### config.mk
export PLATFORM = sky130hd
export DESIGN_NAME = sram_req_arbiter
export DESIGN_NICKNAME = d
export VERILOG_FILES = /design/src/rtl/sram_req_arbiter.sv
export SDC_FILE = /design/constraint.sdc
export NUM_CORES = 1
export LEC_CHECK = 0
export CORE_AREA = 2 2 124 126
export CTS_BUF_LIST = sky130_fd_sc_hd__clkbuf_16
export CTS_CLUSTER_SIZE = 12
export DETAILED_ROUTE_END_ITERATION = 12
export DIE_AREA = 0 0 126 128
export PLACE_DENSITY = 0.56
export SKIP_LAST_GASP = 1
export SYNTH_ARGS = -nofsm -noshare
export SYNTH_HDL_FRONTEND = slang
export SYNTH_SLANG_ARGS = --single-unit
### constraint.sdc
create_clock -name clk -period 2.8 [get_ports clk]
set_input_delay 0.42 -clock clk [delete_from_list [all_inputs] [get_ports clk]]
set_output_delay 0.42 -clock clk [all_outputs]
set_load 0.01 [all_outputs]
### src/rtl/sram_req_arbiter.sv
// Two-master, one-slave arbiter for the SRAM-like bus: data port wins over instruction
// port, a grant locks until address acceptance, and a tag FIFO routes in-order responses back.
module sram_req_arbiter #(
   parameter int DEPTH = 4,
   parameter int CW    = $clog2(DEPTH) + 1
) (
   input  logic        clk,
   input  logic        resetn,
   input  logic        inst_req,
   input  logic        inst_wr,
   input  logic [1:0]  inst_size,
   input  logic [3:0]  inst_wstrb,
   input  logic [31:0] inst_addr,
   input  logic [31:0] inst_wdata,
   output logic        inst_addr_ok,
   output logic        inst_data_ok,
   output logic [31:0] inst_rdata,
   input  logic        data_req,
   input  logic        data_wr,
   input  logic [1:0]  data_size,
   input  logic [3:0]  data_wstrb,
   input  logic [31:0] data_addr,
   input  logic [31:0] data_wdata,
   output logic        data_addr_ok,
   output logic        data_data_ok,
   output logic [31:0] data_rdata,
   output logic        mem_req,
   output logic        mem_wr,
   output logic [1:0]  mem_size,
   output logic [3:0]  mem_wstrb,
   output logic [31:0] mem_addr,
   output logic [31:0] mem_wdata,
   input  logic        mem_addr_ok,
   input  logic        mem_data_ok,
   input  logic [31:0] mem_rdata
);

   localparam int PW = $clog2(DEPTH);

   typedef enum logic [1:0] {
      ARB_IDLE = 2'd0,
      ARB_INST = 2'd1,
      ARB_DATA = 2'd2
   } arb_state_e;

   arb_state_e       state_q, state_d;
   logic [DEPTH-1:0] tag_q, tag_d;
   logic [PW-1:0]    wptr_q, wptr_d;
   logic [PW-1:0]    rptr_q, rptr_d;
   logic [CW-1:0]    count_q, count_d;

   logic gnt_inst_s, gnt_data_s;
   logic full_s, empty_s, push_s, pop_s, head_s;

   assign full_s  = (count_q == CW'(DEPTH));
   assign empty_s = (count_q == {CW{1'b0}});
   assign head_s  = tag_q[rptr_q];

   // Select the granted master: combinational winner when idle, locked master otherwise.
   always_comb begin
      gnt_inst_s = 1'b0;
      gnt_data_s = 1'b0;
      case (state_q)
         ARB_IDLE: begin
            gnt_data_s = data_req;
            gnt_inst_s = ~data_req & inst_req;
         end
         ARB_INST: gnt_inst_s = 1'b1;
         ARB_DATA: gnt_data_s = 1'b1;
         default: begin
            gnt_inst_s = 1'b0;
            gnt_data_s = 1'b0;
         end
      endcase
   end

   // Forward the granted master's request fields to the slave port.
   always_comb begin
      mem_req = resetn & ~full_s & ((gnt_inst_s & inst_req) | (gnt_data_s & data_req));
      if (gnt_data_s) begin
         mem_wr    = data_wr;
         mem_size  = data_size;
         mem_wstrb = data_wstrb;
         mem_addr  = data_addr;
         mem_wdata = data_wdata;
      end else begin
         mem_wr    = inst_wr;
         mem_size  = inst_size;
         mem_wstrb = inst_wstrb;
         mem_addr  = inst_addr;
         mem_wdata = inst_wdata;
      end
   end

   assign push_s = mem_req & mem_addr_ok;
   // A response only pops a tag that was pushed in an earlier cycle.
   assign pop_s  = resetn & mem_data_ok & ~empty_s;

   assign inst_addr_ok = push_s & gnt_inst_s;
   assign data_addr_ok = push_s & gnt_data_s;
   assign inst_data_ok = pop_s & ~head_s;
   assign data_data_ok = pop_s & head_s;
   assign inst_rdata   = mem_rdata;
   assign data_rdata   = mem_rdata;

   // Grant state transitions; a full FIFO freezes the grant.
   always_comb begin
      state_d = state_q;
      case (state_q)
         ARB_IDLE: begin
            if (~full_s && (gnt_inst_s || gnt_data_s) && ~mem_addr_ok) begin
               state_d = gnt_data_s ? ARB_DATA : ARB_INST;
            end else begin
               state_d = ARB_IDLE;
            end
         end
         ARB_INST, ARB_DATA: begin
            if (push_s) begin
               state_d = ARB_IDLE;
            end else begin
               state_d = state_q;
            end
         end
         default: state_d = ARB_IDLE;
      endcase
   end

   // Tag FIFO next-state: tag 1 marks a data-port transaction.
   always_comb begin
      tag_d  = tag_q;
      wptr_d = wptr_q;
      rptr_d = rptr_q;
      if (push_s) begin
         tag_d[wptr_q] = gnt_data_s;
         wptr_d        = wptr_q + PW'(1);
      end else begin
         wptr_d = wptr_q;
      end
      if (pop_s) begin
         rptr_d = rptr_q + PW'(1);
      end else begin
         rptr_d = rptr_q;
      end
      case ({push_s, pop_s})
         2'b10:   count_d = count_q + CW'(1);
         2'b01:   count_d = count_q - CW'(1);
         default: count_d = count_q;
      endcase
   end

   // State and FIFO registers with asynchronous clear.
   always_ff @(posedge clk or negedge resetn) begin
      if (!resetn) begin
         state_q <= ARB_IDLE;
         tag_q   <= {DEPTH{1'b0}};
         wptr_q  <= {PW{1'b0}};
         rptr_q  <= {PW{1'b0}};
         count_q <= {CW{1'b0}};
      end else begin
         state_q <= state_d;
         tag_q   <= tag_d;
         wptr_q  <= wptr_d;
         rptr_q  <= rptr_d;
         count_q <= count_d;
      end
   end

endmodule

==> results.md, run 1 <==
Global route:
- The via count of the first global-routing pass was 2745.
- The initial antenna violation count was 0.
- The global-route congestion overflow total is 0.
- The wire length of the first global-routing pass is 15300 um.
- The aggregate global-route resource usage is 12.0%.
- Entering global routing, the biggest net connects 48 pins.

Timing:
- The final worst-path setup slack is 0.161 ns.
- The total count of hold-check failures in the final report was 0.
- The sum of negative setup slack is 0 ns.
- The share of the cycle needed by the critical path after routing is 94.2%.
- The number of pins exceeding their max-slew limit in the final report came to 0.
- Measured against its own limit, the worst slew margin works out to 66.2%.
- Setup violations remaining at the end of the flow were counted as 0.
- Across the routed clock network, the largest skew measured is 0.000719 ns.
- Setup repair after global routing left no endpoint under its margin.
- Static timing analysis puts the maximum clock frequency at 379 MHz.
- After layout, the minimum clock period comes to 2.64 ns.
- The slew at the pin closest to its max-slew limit is 0.499 ns.

Logic synthesis:
- The number of storage elements in the synthesis netlist is 13.
- The synthesized netlist occupies a cell area of 0.00218 sq mm.
- Sorting the synthesized cells by area gives the leading types as nand2_1, buf_4, dfrtp_1, ha_1, clkbuf_1.
- Synthesis handed over a netlist of 369 instances.
- For this run, the register share of the synthesized area comes to 15.0%.
- The count of different cell masters after synthesis is 28.
- The mean area per synthesized cell is 5.90 sq um.
- The biggest area contributor in the post-synthesis netlist is nand2_1.
- Synthesis produced a netlist with a net count of 559.
- The top cell type by area accounts for 37.1% of the synthesized area.
- The count of warnings emitted by yosys is 0.

Pwr:
- The largest vdd supply drop is 0.321 mV.
- The cell area power density is 817 mW/mm^2.
- In this run the static leakage power is 1.99 nW.

Finish:
- Counting the fill cells in the layout gives 1619.
- 0 antenna diodes ended up in the layout.
- For this run, the post-layout net count is 713.
- The area growth from synthesis to layout is 96.4%.
- The share of cells above drive strength 1 is 4.41%.

Clocking:
- The clock-pin slew on the worst setup and hold paths is 0.04 ns.
- The number of gates resized after CTS was 0.
- In this run the number of H-tree levels came out at 1.
- The CTS buffer count is 3.
- In this run the deepest clock path goes through 2 buffers.
- Hold repair after CTS inserted 0 buffers.
- The later pin in the worst-skew pair is clocked with a latency of 0.24 ns.
- TritonCTS built the clock tree.
- Counting every sink on the clock net gives 13.
- In this run the clock root is driven by a clkbuf_16.
- The number of post-CTS setup repair buffers is 0.

Placement:
- The congestion estimate from routability-driven global placement came to 0.779.
- The count of buffers added on input and output ports is 223.
- The placed wire-length estimate after detailed placement is 9140 um.
- The pre-CTS setup slack is 0.131 ns.

Floorplanning:
- After floorplanning, the core was sized to cover 0.0149 sq mm.
- The overall die height is 128 um.
- The die footprint is 0.0161 sq mm.
- The number of rows in the core area is 45.
- The die outline width is 126 um.
- For this configuration, the core starts out at a cell density of 14.6%.
- During I/O placement, the number of pins put on the boundary was 320.

Setup path:
- The required time reported for the critical path endpoint is 2.38 ns.
- The worst register-to-register path ends at count_q[2].
- In this run the critical register-to-register path is launched from count_q[1].
- The reg2reg setup slack is 0.41 ns.
- Data on the critical path arrives at its endpoint at 2.22 ns.
- The startpoint class of the critical path is a flip-flop.
- Measured in cells, the most critical reg-to-reg path has a length of 10.
- Along the worst path, the maximum fanout reaches 25.
- The endpoint class of the critical path is an output port.
- The classification of the worst setup path is reg -> out.

Route:
- In this run, the number of DRC markers left after iteration 0 of detailed routing was 41.
- The count of nets left with antenna violations after detail routing is 0.
- The final wirelength is 10700 um.
- Dividing the detail-routed via count by the number of cells gives 3.84.
- The detailed router placed 2723 vias in this run.
- The count of TritonRoute iterations in the first routing pass is 4.
- The routed length per instance is 15.1 um.
- After detailed routing, the number of remaining DRC violations is 0.

Status:
- The flow ran to the end, and the final reports show no timing, DRC or antenna violations.

Flow run:
- The max-capacitance violation count is 0.

Worst hold path:
- The path class of the tightest hold or removal check is in -> async.
[worst max-delay path by stage]
stage               cells past startpoint       start           end
floorplan                              10  count_q[1]    count_q[2]
global placement                        6    data_req  mem_wdata[7]
detailed placement                      6    data_req  mem_wdata[7]
CTS                                     7  state_q[1]  mem_wdata[7]
global route                            7  state_q[1]   mem_addr[4]
finish                                  7  state_q[1]   mem_addr[4]
[kinds of logic after synthesis]
family / Yosys count / synth area share [%]
buffers and inverters: 92 / 27.5
DFF: 13 / 15.0
muxes: 4 / 2.59
adders and majority gates: 10 / 6.10
xor gates and xnor gates: 6 / 2.42
and+or+nand+nor: 227 / 40.1
AOI/OAI and AO/OA: 17 / 6.38
[Yosys cell counts, drive strengths merged]
library cell  number
xor2               2
a31o               1
nand3b             1
and3               2
a31oi              5
nor3               1
mux4               1
a21oi              2
dfrtp             13
or3b               1
ha                 9
buf               69
inv               10
o21ai              1
a41oi              5
and2               1
fa                 1
clkbuf            13
nor2               5
xnor2              4
o22ai              1
o311ai             1
mux2               3
a21boi             1
nand2            216
[sequential cells by signal (all words and copies together), names as in the netlist]
signal and flops:
tag_q 4, count_q 3, rptr_q 2, state_q 2, wptr_q 2
[metrics by stage]
stage                     utilization (%)  instance area, sq um  total power (W)  hold slack [ns]  std cells
after floorplan                         -                  2180          0.00179            0.124        369
after global placement               28.2                  4190          0.00323            0.470        706
after detailed placement             28.2                  4190          0.00328            0.473        706
after CTS                            28.7                  4260          0.00356            0.389        710
after global routing                 28.8                  4270          0.00382            0.391        710
final                                28.8                  4270          0.00349            0.386        710
[worst max-delay path, stage by stage, from the launching register on]
cell and delay [ns]:
dfrtp_1 0.39, inv_1 0.11, ha_2 0.27, a31o_2 0.22, buf_4 0.28, nand2_1 0.09
nand2_1 0.07, clkdlybuf4s50_1 0.55
[where the power goes]
part | internal, W | total, W | switching (W)
clock network | 0.000188 | 0.000265 | 0.0000767
registers | 0.000281 | 0.000361 | 0.0000799
logic | 0.00149 | 0.00287 | 0.00137
total | 0.00196 | 0.00349 | 0.00153
[layout by cell type, fill, tap and decap left out, types with 2 or more instances in the layout]
cell type / count
buf_12: 3
dfrtp_1: 13
nor2_1: 5
inv_1: 11
and3_1: 2
xor2_1: 2
clkbuf_16: 3
a41oi_1: 5
clkdlybuf4s50_1: 217
dlymetal6s2s_1: 2
ha_1: 7
mux2_1: 3
ha_2: 2
buf_4: 9
a21oi_1: 2
xnor2_1: 4
nand2_1: 215
a31oi_1: 4
[metal layers]
metal | part of all wire, % | routed length [um] | track usage [%]
met5 | 0 | 0 | 0
met4 | 0.77 | 82 | 1.87
met3 | 17 | 1770 | 8.06
met2 | 47 | 5020 | 20.0
met1 | 36 | 3830 | 13.0
[cell type report]
class,count,area [sq um],area share [%]
timing repair buffer,231,2320,54.4
sequential,13,325,7.61
multi-input combinational,264,1270,29.8
inverter,10,37.5,0.878
tap,188,235,5.50
clock inverter,1,3.75,0.0878
clock buffer,3,75.1,1.76
No activity file was read; power rests on OpenSTA's default activity.
==> run 2: changes to the inputs <==
Settings changed: CORE_AREA 2 2 124 126 to 2 2 125 127, DIE_AREA 0 0 126 128 to 0 0 127 129, DONT_BUFFER_PORTS set to 1, PLACE_DENSITY 0.56 to 0.3.
==> run 2 against run 1 <==
Effect of this change: cell count shrank 32%; count of clock-buffer cells in the layout unchanged; highest routed layer unchanged; critical endpoint is now count_q[2]; maximum frequency grew 8.3%; total power decreased by 35%; die area grew 1.6%; flip-flop and latch count unchanged; critical path depth grew 2; largest power group unchanged.
==> results.md, run 2 (synthesis results as in run 1) <==
Clocking:
- TritonCTS built the clock tree.
- The total clock sinks is 13 (unchanged).
- The clock root buffer master is clkbuf_16.
- The total number of H-tree levels is 1 (unchanged).
- The clock latency reported for the late side of the worst-skew pair came to 0.24 ns (about the same).
- The CTS buffer count is 3 (unchanged).
- The clock-pin slew on the worst setup and hold paths is 0.04 ns (about the same).
- The number of hold buffers added after CTS is 1 (+1).
- The buffer levels on the longest clock path is 2 (unchanged).
- The post-CTS resize count is 0 (unchanged).
- The number of post-CTS setup repair buffers is 0 (unchanged).

Placement:
- The placed wire-length estimate after detailed placement is 5540 um (-39%).
- The number of buffers inserted by port buffering is 0 (-100%).
- The global placer's final weighted congestion is 0.673 (-14%).
- The post-place instance area is 0.00191 sq mm (-54%).

Setup path:
- The worst setup path is captured at a flip-flop.
- The maximum fanout count along the critical path is 6 (-76%).
- The worst register-to-register path ends at count_q[2].
- The arrival time at the worst endpoint was 2.60 ns (+0.38 ns).
- The reg2reg setup slack came to 0.36 ns (-0.05 ns).
- The required time reported for the critical path endpoint came to 2.96 ns (+0.58 ns).
- The reg-to-reg startpoint is count_q[1].
- The start point of the critical path is count_q[1].
- The worst setup path is of the reg -> reg kind.
- The worst setup path is launched from a flip-flop.
- The depth of the worst register-to-register path is 9 (-1).

Finish:
- In the layout the commonest cells are nand2_1, dfrtp_1, inv_1, ha_1.
- The share of cells above drive strength 1 is 4.39% (-0.014 points).
- The library cell used most frequently in the layout, excluding fill and tap cells, is nand2_1.
- From synthesis to final layout, the design area changed by -8.22%.
- The share of the core filled with cells in the final layout is 13.3% (-15 points).
- The antenna diode instance count is 0 (unchanged).
- The area taken by flip-flops and latches was 325 sq um (unchanged).
- The number of flip-flops in the largest register is 4 (unchanged).
- The final design instance area without fill is 0.00200 sq mm (-53%).
- The final-stage net count is 487 (-32%).
- The register with the most flip-flops is tag_q.
- The final-layout fill cell count came to 1748 (+8.0%).
- The largest registers in the layout are tag_q: 4 flops, count_q: 3 flops.
- The area of the multi-input gates is 0.00127 sq mm (-0.39%).

Route:
- The DRC violations left is 0 (unchanged).
- The average vias per placed instance was 3.89 (+1.5%).
- The total number of vias is 1884 (-31%).
- The DRC violation total after the first TritonRoute iteration is 84 (+100%).
- The count of TritonRoute iterations in the first routing pass came to 7 (+3).
- The count of nets left with antenna violations after detail routing is 0 (unchanged).
- The routed length per instance is 13.8 um (-8.2%).
- The final wirelength is 6700 um (-37%).

Pwr:
- The fraction of power consumed by combinational cells came to 72.5% (-9.6 points).
- The cell area power density was 1140 mW/mm^2 (+40%).
- The total internal power came to 0.000963 W (-51%).
- The largest vdd supply drop is 0.320 mV (-0.29%).
- The power after layout came to 0.00228 W (-35%).
- The sequential group share of total power is 15.9% (+5.6 points).
- The part of the power in the clock network is 11.6% (+4.0 points).
- The switching power as a share of total power is 57.7% (+14 points).
- The net load switching power came to 0.00131 W (-14%).
- The leakage power summed over all cells is 1.07 nW (-46%).

Timing:
- The number of pins exceeding their max-slew limit in the final report is 0 (unchanged).
- The sum of negative setup slack came to 0 ns (unchanged).
- The final period demand of the worst path was 2.44 ns (-0.201 ns).
- The slew at the pin closest to its max-slew limit is 0.625 ns (+0.126 ns).
- The post-route worst hold slack is 0.302 ns (-0.0848 ns).
- The clock tree skew after final layout came to 0.000621 ns (-0.0000980 ns).
- The worst relative slew slack is 58.2% (-8.0 points).
- The share of the cycle needed by the critical path after routing is 87.1% (-7.2 points).
- The total count of hold-check failures in the final report is 0 (unchanged).
- The total setup violations reported at the end of the flow was 0 (unchanged).
- Setup repair after global routing left no endpoint under its margin.
- The timing-limited maximum frequency is 410 MHz (+8.3%).

Status:
- The run finished with clean final reports.

Global route:
- The initial antenna violation count came to 0 (unchanged).
- The via count of the first global-routing pass is 1511 (-45%).
- The global-route congestion overflow total was 0 (unchanged).
- The largest net degree at the start of global routing is 73 (+52%).
- The wire length of the first global-routing pass is 8290 um (-46%).
- The aggregate global-route resource usage is 6.49% (-5.5 points).

Worst hold path:
- The worst hold path begins at mem_addr_ok.
- Along the worst hold path, the cell count comes to 1.
- The destination of the worst hold path is tag_q[0].
- The tightest min-delay check is of the in -> reg type.

Floorplanning:
- The number of rows in the core area came to 45 (unchanged).
- The die outline width is 127 um (+0.79%).
- The initial standard-cell utilization of the core was 14.5% (-0.11 points).
- The count of pins on the block boundary is 320 (unchanged).
- The overall die height is 129 um (+0.78%).
- The placeable core region is 0.0150 sq mm (+0.76%).
- The die footprint came to 0.0164 sq mm (+1.6%).

Flow run:
- The max-capacitance violation count is 0 (unchanged).
run 2: cell count changes in the layout (fill, tap and decap cells not counted), sizes merged:
cell           delta
clkdlybuf4s50   -217
buf               -8
dlymetal6s2s      -2
dlygate4sd3       +1
run 2: power by group through the flow:
stage | registers, W | logic [W] | clock network (W)
after CTS | 0.000363 | 0.00168 | 0.000274
after global placement | 0.000362 | 0.00167 | 0
after detailed placement | 0.000366 | 0.00167 | 0
after floorplan | 0.000339 | 0.00145 | 0
after global routing | 0.000375 | 0.00183 | 0.000284
final | 0.000362 | 0.00165 | 0.000264
run 2: area by class of cell:
type	count	area share (%)
well taps	188	11.8
clock inverters	1	0.188
flip-flops and latches	13	16.3
clock buffers	3	3.76
inverters	10	1.88
repair buffers	5	2.63
multi-input cells	264	63.5
run 2: routing by layer:
metal	GRT usage [%]	routed length, um
met5	0	0
met4	2.46	167
met3	1.70	660
met2	11.0	3270
met1	7.93	2600
run 2: worst max path at each step:
stage	end	slack [ns]	cells past startpoint
6_report	count_q[2]	0.36	9
5_1_grt	count_q[2]	0.25	9
4_1_cts	count_q[2]	0.35	9
3_5_place_dp	count_q[2]	0.37	9
3_3_place_gp	count_q[2]	0.42	9
2_1_floorplan	count_q[2]	0.55	10
run 2: worst max-delay path, stage by stage (launching register included):
cell and delay (ns):
dfrtp_1 0.41, or3b_1 0.43, and3_1 0.30, nand2_2 0.18
ha_1 0.20, inv_1 0.06, fa_1 0.37, xor2_1 0.15
nor2_1 0.12, xor2_1 0.15
run 2: per-stage QoR:
step,setup WS [ns],cells
2_1_floorplan,0.555,369
3_5_place_dp,0.367,479
4_1_cts,0.349,484
5_1_grt,0.248,484
3_3_place_gp,0.419,479
6_report,0.362,484
==> run 3: changes to the inputs <==
Settings changed: CAP_MARGIN set to 40, CORE_AREA 2 2 125 127 to 2 2 123 125, DIE_AREA 0 0 127 129 to 0 0 125 127, MAX_ROUTING_LAYER set to met4.
==> run 3 against run 2 <==
Effect of this change: flip-flop and latch count unchanged; total power increased by 3.0%; register-to-register slack improved by 0.02 ns; maximum frequency decreased by 1.1%; global-route usage increased by 1.6 points; sequential power about the same; critical endpoint is now mem_wdata[8]; worst setup slack got worse by 0.026 ns; die area decreased by 3.1%; count of clock-buffer cells in the layout unchanged.
==> results.md, run 3 (synthesis results as in run 1) <==
Setup path:
- The maximum fanout count along the critical path is 42 (+36).
- The reg2reg setup slack is 0.38 ns (+0.02 ns).
- The worst setup path is launched from a flip-flop.
- The reg-to-reg startpoint is count_q[1].
- The required time reported for the critical path endpoint came to 2.38 ns (-0.58 ns).
- The depth of the worst register-to-register path is 9 (unchanged).
- The endpoint class of the critical path is an output port.
- The endpoint identified for the worst register-to-register timing path is count_q[2].
- The arrival time at the worst endpoint is 2.04 ns (-0.56 ns).
- The classification of the worst setup path is reg -> out.

Finish:
- The largest registers in the layout are tag_q: 4 flops, count_q: 3 flops.
- The library cell used most frequently in the layout, excluding fill and tap cells, is nand2_1.
- The final-stage net count is 487 (unchanged).
- Leaving out fill and tap cells, the most frequent cells in the layout are nand2_1, dfrtp_1, inv_1, ha_1.
- The register with the most flip-flops is tag_q.
- The share of cells above drive strength 1 was 4.39% (unchanged).
- The final-layout fill cell count is 1697 (-2.9%).
- The final design instance area without fill is 0.00199 sq mm (-0.25%).
- The antenna diode instance count is 0 (unchanged).
- Relative to the synthesized area, the layout overhead comes to -8.45%.
- The number of flip-flops in the largest register came to 4 (unchanged).

Route:
- The routed length per instance is 15.3 um (+10%).
- The average vias per placed instance came to 4.00 (+2.8%).
- The total number of vias is 1921 (+2.0%).
- The final wirelength came to 7330 um (+9.4%).
- The count of nets left with antenna violations after detail routing came to 0 (unchanged).
- The count of TritonRoute iterations in the first routing pass is 4 (-3).
- The DRC violation total after the first TritonRoute iteration is 84 (unchanged).
- The DRC violations left came to 0 (unchanged).

Clocking:
- The clock latency reported for the late side of the worst-skew pair is 0.25 ns (about the same).
- The total number of H-tree levels is 1 (unchanged).
- The total clock sinks is 13 (unchanged).
- The CTS buffer count was 3 (unchanged).
- The clock root buffer master is clkbuf_16.
- The CTS tree is built.
- The clock-pin slew on the worst setup and hold paths is 0.05 ns (about the same).
- The number of post-CTS setup repair buffers is 0 (unchanged).
- The buffer levels on the longest clock path is 2 (unchanged).

Timing:
- The sum of negative setup slack is 0 ns (unchanged).
- The total setup violations reported at the end of the flow was 0 (unchanged).
- The slew at the pin closest to its max-slew limit came to 0.635 ns (+0.0102 ns).
- Setup repair after global routing left no endpoint under its margin.
- The total count of hold-check failures in the final report came to 0 (unchanged).
- The number of pins exceeding their max-slew limit in the final report is 0 (unchanged).
- The share of the cycle needed by the critical path after routing was 88.0% (+0.95 points).
- The clock tree skew after final layout came to 0.00364 ns (+0.00302 ns).
- The final worst-path setup slack is 0.336 ns (-0.0265 ns).
- The worst relative slew slack is 57.5% (-0.68 points).
- The final period demand of the worst path is 2.46 ns (+0.0265 ns).
- The timing-limited maximum frequency is 406 MHz (-1.1%).

Worst hold path:
- The classification of the worst-slack hold path is in -> reg.
- The worst hold path depth is 1 (unchanged).
- In this run the most critical hold path is launched from mem_addr_ok.
- The path with the worst hold slack has its endpoint at tag_q[2].

Global route:
- The peak-usage layer in the global routing report is met2.
- The global-route congestion overflow total is 0 (unchanged).
- The met3 layer usage reported by global route is 4.40% (+2.7 points).
- The aggregate global-route resource usage is 8.13% (+1.6 points).
- The largest net degree at the start of global routing is 78 (+6.8%).
- The via count of the first global-routing pass is 1698 (+12%).
- The routing usage on met2 is 13.3% (+2.4 points).
- The wire length of the first global-routing pass is 9850 um (+19%).
- The global routing usage on met1 is 8.71% (+0.79 points).
- The initial antenna violation count is 0 (unchanged).

Floorplanning:
- The die outline width is 125 um (-1.6%).
- The overall die height is 127 um (-1.6%).
- The die footprint is 0.0159 sq mm (-3.1%).
- The placeable core region is 0.0144 sq mm (-3.7%).
- The number of rows in the core area is 44 (-2.2%).
- The initial standard-cell utilization of the core came to 15.1% (+0.56 points).
- The count of pins on the block boundary is 320 (unchanged).

Placement:
- The number of buffers inserted by port buffering is 0 (unchanged).
- The global placer's final weighted congestion is 0.662 (-1.6%).
- The post-place instance area is 0.00190 sq mm (-0.26%).
- The placed wire-length estimate after detailed placement is 6240 um (+13%).
- The pre-CTS setup slack is 0.374 ns (+0.00692 ns).

Pwr:
- The power after layout is 0.00235 W (+3.0%).
- The cell area power density came to 1180 mW/mm^2 (+3.3%).
- The leakage power summed over all cells is 1.07 nW (about the same).
- The largest vdd supply drop was 0.361 mV (+13%).

Flow run:
- The max-capacitance violation count is 0 (unchanged).

Status:
- The flow ran to the end, and the final reports show no timing, DRC or antenna violations.
run 3: worst max-delay path: stages, from the launching register on:
cell and delay (ns):
dfrtp_1 0.39, inv_1 0.11, ha_1 0.32, a31o_2 0.22, buf_4 0.36, nand2_1 0.13
nand2_1 0.24
run 3: area by class of cell:
cell class	instances	area, sq um	area share [%]
Clock buffer	3	75.1	3.77
Clock inverter	1	3.75	0.188
Inverter	10	37.5	1.88
Multi-Input combinational cell	264	1270	63.6
Sequential cell	13	325	16.3
Tap cell	184	230	11.6
Timing Repair Buffer	5	52.6	2.64
run 3: repair_timing:
item	in CTS	in global routing
hold buffers	1	0
hold endpoints to repair	13	0
gates resized for setup	0	0
run 3: layer usage:
layer | vias up | wire length (um)
met4 | 0 | 66
met3 | 14 | 1080
met2 | 154 | 3560
met1 | 830 | 2620
met5 | - | 0
li1 | 923 | -
run 3: how the worst max path moves through the flow:
stage / end / start / cells after the start / slack [ns]
CTS: mem_wdata[8] / state_q[0] / 6 / 0.34
global route: mem_wdata[8] / state_q[0] / 6 / 0.12
finish: mem_wdata[8] / state_q[0] / 6 / 0.34
global placement: count_q[2] / count_q[1] / 9 / 0.42
floorplan: count_q[2] / count_q[1] / 10 / 0.55
detailed placement: count_q[2] / count_q[1] / 9 / 0.37
run 3: per-stage QoR:
| step | hold slack [ns] | instances | util (%) |
|---|---|---|---|
| after floorplan | 0.124 | 369 | - |
| after global placement | 0.125 | 475 | 13.2 |
| after detailed placement | 0.125 | 475 | 13.2 |
| after CTS | 0.288 | 480 | 13.8 |
| after global routing | 0.295 | 480 | 13.8 |
| final | 0.294 | 480 | 13.8 |
run 3: report_power, final:
group,switching [W],internal [W],leakage (nW)
clock,0.0000846,0.000189,0.0423
sequential,0.0000805,0.000281,0.156
combinational,0.00122,0.000495,0.876
total,0.00138,0.000964,1.07
